===== config.mk =====
export PLATFORM = sky130hd
export DESIGN_NAME = toggle_sync_data_tx
export DESIGN_NICKNAME = d
export VERILOG_FILES = /design/src/rtl/toggle_sync_data_tx.sv
export SDC_FILE = /design/constraint.sdc
export NUM_CORES = 1
export LEC_CHECK = 0
export BUFFER_PORTS_ARGS = -buffer_cell sky130_fd_sc_hd__buf_2
export CORE_MARGIN = 4
export CORE_UTILIZATION = 50
export CTS_BUF_LIST = sky130_fd_sc_hd__clkbuf_8
export DETAILED_ROUTE_END_ITERATION = 10
export PLACE_DENSITY_LB_ADDON = 0.15
export SYNTH_ARGS = -nofsm -noshare
export SYNTH_HDL_FRONTEND = slang
export SYNTH_SLANG_ARGS = --single-unit

===== constraint.sdc =====
create_clock -name clk -period 3.3 [get_ports clk]
set_clock_uncertainty 0.15 [all_clocks]
set_input_delay 0.165 -clock clk [delete_from_list [all_inputs] [get_ports clk]]
set_output_delay 0.165 -clock clk [all_outputs]
set_load 0.01 [all_outputs]

===== src/rtl/toggle_sync_data_tx.sv =====
// Source-domain transmit side of a pulse-handshake CDC data synchronizer: captures one word,
// launches it, then waits for the returned ack. Define TOGGLE_SYNC_TX_TIMEOUT_EN for ack timeout.
module toggle_sync_data_tx #(
    parameter int unsigned DATA_WIDTH     = 8,
    parameter int unsigned TIMEOUT_CYCLES = 255
) (
    input  logic                  clk,
    input  logic                  reset_n,
    input  logic                  in_valid,
    input  logic [DATA_WIDTH-1:0] in_data,
    output logic                  in_ready,
    output logic                  sync_enable,
    output logic [DATA_WIDTH-1:0] sync_data,
    input  logic                  sync_ack,
    output logic                  busy,
    output logic                  timeout,
    output logic [15:0]           done_count
);

    typedef enum logic [1:0] {
        StIdle,
        StLaunch,
        StWaitAck
    } state_e;

    state_e                state_q, state_d;
    logic                  accept;
    logic                  ack_taken;
    logic                  abort;
    logic [DATA_WIDTH-1:0] sync_data_q;
    logic [15:0]           done_count_q;

    if (TIMEOUT_CYCLES < 1 || TIMEOUT_CYCLES > 65535) begin : g_bad_timeout
        $error("TIMEOUT_CYCLES must be within 1..65535");
    end

    // State register
    always_ff @(posedge clk) begin
        if (!reset_n) begin
            state_q <= StIdle;
        end else begin
            state_q <= state_d;
        end
    end

    // Next-state logic; acks outside WAIT_ACK fall through unused
    always_comb begin
        state_d = state_q;
        unique case (state_q)
            StIdle: begin
                if (in_valid) begin
                    state_d = StLaunch;
                end
            end
            StLaunch: begin
                state_d = StWaitAck;
            end
            StWaitAck: begin
                if (sync_ack || abort) begin
                    state_d = StIdle;
                end
            end
            default: begin
                state_d = StIdle;
            end
        endcase
    end

    // Outputs decoded from the state register only
    always_comb begin
        in_ready    = (state_q == StIdle);
        sync_enable = (state_q == StLaunch);
        busy        = (state_q != StIdle);
    end

    assign accept    = in_valid & in_ready;
    assign ack_taken = (state_q == StWaitAck) & sync_ack;

    always_ff @(posedge clk) begin
        if (!reset_n) begin
            sync_data_q  <= '0;
            done_count_q <= '0;
        end else begin
            if (accept) begin
                sync_data_q <= in_data;
            end
            if (ack_taken) begin
                done_count_q <= done_count_q + 16'd1;
            end
        end
    end

    assign sync_data  = sync_data_q;
    assign done_count = done_count_q;

`ifdef TOGGLE_SYNC_TX_TIMEOUT_EN
    localparam logic [15:0] TermCount = 16'(TIMEOUT_CYCLES - 1);

    logic [15:0] wait_cnt_q, wait_cnt_d;
    logic        timeout_q;

    // An ack on the terminal cycle wins over the abort
    assign abort = (state_q == StWaitAck) && !sync_ack && (wait_cnt_q == TermCount);

    always_comb begin
        wait_cnt_d = wait_cnt_q;
        if (state_q == StLaunch) begin
            wait_cnt_d = '0;
        end else if (state_q == StWaitAck && !sync_ack) begin
            wait_cnt_d = wait_cnt_q + 16'd1;
        end
    end

    always_ff @(posedge clk) begin
        if (!reset_n) begin
            wait_cnt_q <= '0;
            timeout_q  <= 1'b0;
        end else begin
            wait_cnt_q <= wait_cnt_d;
            timeout_q  <= abort;
        end
    end

    assign timeout = timeout_q;
`else
    assign abort   = 1'b0;
    assign timeout = 1'b0;
`endif

endmodule


Word level (Yosys, flattened, before mapping) --
Index checks and enable logic that the tools add are counted.
Word-level totals: register bits after elaboration 26, bits in latches 0, bits in writable memories 0, bits in read-only memories 0, input port bits 12, output and inout bits 28, logic and storage cells 16, memories kept 0
Operators by class: $add $sub $neg 1, $mul 0, div/mod/pow operators 0, magnitude comparators 0, eq/ne operators 4, shift operators 0, multiplexer cells 3, bitwise logic cells 2, reduce and logical (&&, ||, !) cells 3
Operator list (count):
- $add 16x1->16 const B | 1
- $pmux 2 s3 | 1
- $mux 2 | 2
- $ne 2x2->1 const B | 2
- $and 1x1->1 | 2
- $eq 2x1->1 const B | 1
- $eq 2x2->1 const B | 1
- $logic_not 2->1 | 1
- $reduce_and 2->1 | 1
- $reduce_bool 2->1 | 1

Depth between registers and ports, before layout --
depth after elaboration 3, depth in mapped cells 5, mapped depth without buffers 5

Worst setup path before layout --
No wires, ideal clock.
path kind register -> register, start point reg done_count_q[7] (netlist: done_count[7]), end point reg done_count_q[15] (netlist: done_count[15]), setup time 0.071 ns, data arrival time 1.586 ns, required time 3.079 ns, setup slack 1.493 ns, stages on the path, launching flop included 5, buffers on the path 0, clock period less this slack 1.807 ns, cells stage by stage dfxtp_1 nand4_2 or3_4 or4_1 a21oi_1
Between the ends: longest elaborated chain between the ends 1
RTL lines:
- start, declared | RTL line 31 | logic [15:0] done_count_q;
- start signal, assigned | RTL line 88 | done_count_q <= done_count_q + 16'd1;
- $add 16x1->16 | RTL line 88
Every way passes these cells. A chain may end at the register's enable or synchronous reset.

Worst setup path after layout --
start point reg done_count_q[2] (netlist: done_count[2]), end point reg done_count_q[15] (netlist: done_count[15])
The elaborated chain is that of the path after synthesis.

==> impl_metrics.toml <==
[hold_path]
min_to = "sync_data[0]"
hold_path.class = "in -> reg"
hold_depth = 3
worstHoldStart = "in_data[0]"

[timing]
tns_ns = 0
tightest_slew_ns = 0.6919
clock.fmax_ghz = 0.5275
setup_violations = 0
final.period_utilization_pct = 57.45
maxSlewViolCount = 0
timing.slew.headroom_pct = 53.59
period_needed_ns = 1.896
final_hold_viol_count = 0
grt_setup_unrepaired = "no"
fin_ws_ns = 1.404

[detailed_routing]
first_pass_iters = 4
drt_wl_total_um = 2442
drc_errors = 0
ant_nets = 0
vias = 1032
wl_per_cell_um = 12.21
routed_via_density = 5.160
initialDrtViolationCount = 20

[worst_setup_path]
cp_data_required_time_ns = 3.33
slowest_delay_ns = 0.47
reg2reg_to = "done_count[15]"
worstPathMaxFanout = 7
cp_slowest_cell = "or4_1"
path_cells = "nand3_2 -> or3_4 -> or4_1 -> a21oi_1"
worstReg2RegStart = "done_count[2]"
critPathCaptureType = "register"
rr_worst_depth = 4
cp.arrival_ns = 1.92
startpoint_type = "register"
critical_path_class = "reg -> reg"
reg2reg_slack_ns = 1.40

[clock_network]
clkLatencyLatePin_ns = 0.26
root_buffer = "clkbuf_8"
max-clock-path-buffers = 2
cts.sinks = 26
cts-htree-levels = 1
cts_buffers = 3
clkTransAtPathRegs_ns = 0.08
cts_tree = "yes"

[floorplanning]
dieArea_mm2 = 0.003040
die_w_um = 55.14
ios = 40
core_mm2 = 0.002042
die_h_um = 55.14
initial_core_util_pct = 54.41
rows = 16

[grt]
overflow = 0
grt_max_degree = 27
track_usage_pct = 18.21
grt_pass1_vias = 949
antenna_found_initial = 0
grt_pass1_wl_um = 4022

[layout]
final_cell_mix = "buf_2, dfxtp_1, nand2_1"
fin_nets = 188
final_common_cell = "buf_2"
n_antenna_cell = 0
drive_gt1_share_pct = 26.01
syn2layout_area_growth_pct = 28.49

[power]
power_w = 0.0005523
cellLeakagePower_nw = 0.6325
p_per_area_mw_per_mm2 = 386.9
ir_drop_v = 0.0002490

[synthesis]
synth_nets = 142
ys_ff_latch = 26
netlist_instances = 129
syn-cell-area_mm2 = 0.001111
ys_seq_area_share_pct = 46.85
yosys_warnings = 0
ys_types = 33
synth_area_per_cell_um2 = 8.613

[place]
io_buffers = 38
pre_cts_slack_ns = 1.425
place_congestion = 0.8142
dpl.hpwl_um = 1813

[outcome]
status = "finished, final reports clean"

[flow_run]
cap_viol_max_count = 0
==> through the flow <==
step	util (%)	hold slack, ns	cell area, um2	instances
floorplan	-	0.1510	1111	129
global placement	64.46	0.2559	1316	190
detailed placement	64.46	0.2615	1316	190
CTS	69.91	0.001511	1428	200
global route	69.91	0.01490	1428	200
finish	69.91	0.0005684	1428	200
==> what timing repair did <==
item / CTS / global route
setup buffers: 0 / 0
endpoints found under the hold margin: 7 / 0
gates resized for setup: 0 / 0
endpoints found under the setup margin: 0 / 0
hold buffers: 7 / 0
==> layer usage <==
| metal | vias up | track usage [%] | wire, um |
|---|---|---|---|
| li1 | 528 | - | - |
| met1 | 470 | 21.84 | 1064 |
| met3 | 2 | 4.558 | 165 |
| met2 | 32 | 31.30 | 1202 |
| met5 | - | 0 | 0 |
| met4 | 0 | 6.478 | 10 |
==> logic make-up (layout without fill, tap and decap cells) <==
logic type	after synthesis	after routing	share of synthesized area (%)
buffers and inverters	8	52	3.040
AO/OA/AOI/OAI	20	20	10.13
adder cells (fa/ha/maj)	1	1	1.126
flip-flops	26	26	46.85
other	1	1	0.3375
XOR/XNOR	8	8	6.307
AND/OR/NAND/NOR	64	64	31.31
multiplexers	1	1	0.9009
==> critical path, delay by kind of cell (launching register included) <==
family	cells	cell delay, ns
AOI/OAI and AO/OA	1	0.15
DFF	1	0.44
and+or+nand+nor	3	1.07
==> synthesized netlist by cell type (all sizes together) <==
cell	count	share of area (%)
dfxtp	26	47
nand2	23	7.8
nor2	15	5.1
a21oi	13	5.9
xnor2	6	4.7
nand3	5	2.7
clkbuf	3	1.0
inv	3	1.0
nor4b	3	2.4
o31ai	3	2.0
or3	3	2.1
or4	3	2.0
nand4	2	1.7
nor4	2	1.1
o21ai	2	0.90
o21bai	2	1.4
xor2	2	1.6
and2	1	0.56
and2b	1	0.68
and3	1	0.56
and4	1	0.79
and4b	1	0.90
buf	1	0.68
clkinv	1	0.34
conb	1	0.34
ha	1	1.1
mux2i	1	0.90
nand3b	1	1.8
nor3	1	0.45
nor3b	1	0.68
==> final cells by class <==
type / count / area, um2
well taps: 27 / 33.78
flip-flops and latches: 26 / 520.5
fillers: 174 / 614.3
multi-input cells: 95 / 556.8
repair buffers: 45 / 260.3
inverters: 4 / 15.01
clock buffers: 3 / 41.29
==> state kept, by name, summed over array words and instances, names as in the netlist <==
| signal | flops |
|---|---|
| state_q | 2 |
| sync_data | 8 |
| done_count | 16 |
==> where the power goes <==
part           switching (W)  internal, W
Sequential        0.00000539     0.000322
Clock              0.0000885    0.0000815
Combinational      0.0000303    0.0000249
==> how the worst max path moves through the flow <==
stage	start	endpoint	slack, ns	depth (start not counted)
floorplan	done_count[7]	done_count[15]	1.49	4
global placement	done_count[2]	done_count[15]	1.45	4
detailed placement	done_count[2]	done_count[15]	1.42	4
CTS	done_count[2]	done_count[15]	1.40	4
global route	done_count[0]	done_count[14]	1.26	5
finish	done_count[2]	done_count[15]	1.40	4
Note: power is estimated with default switching activity, not from simulation.
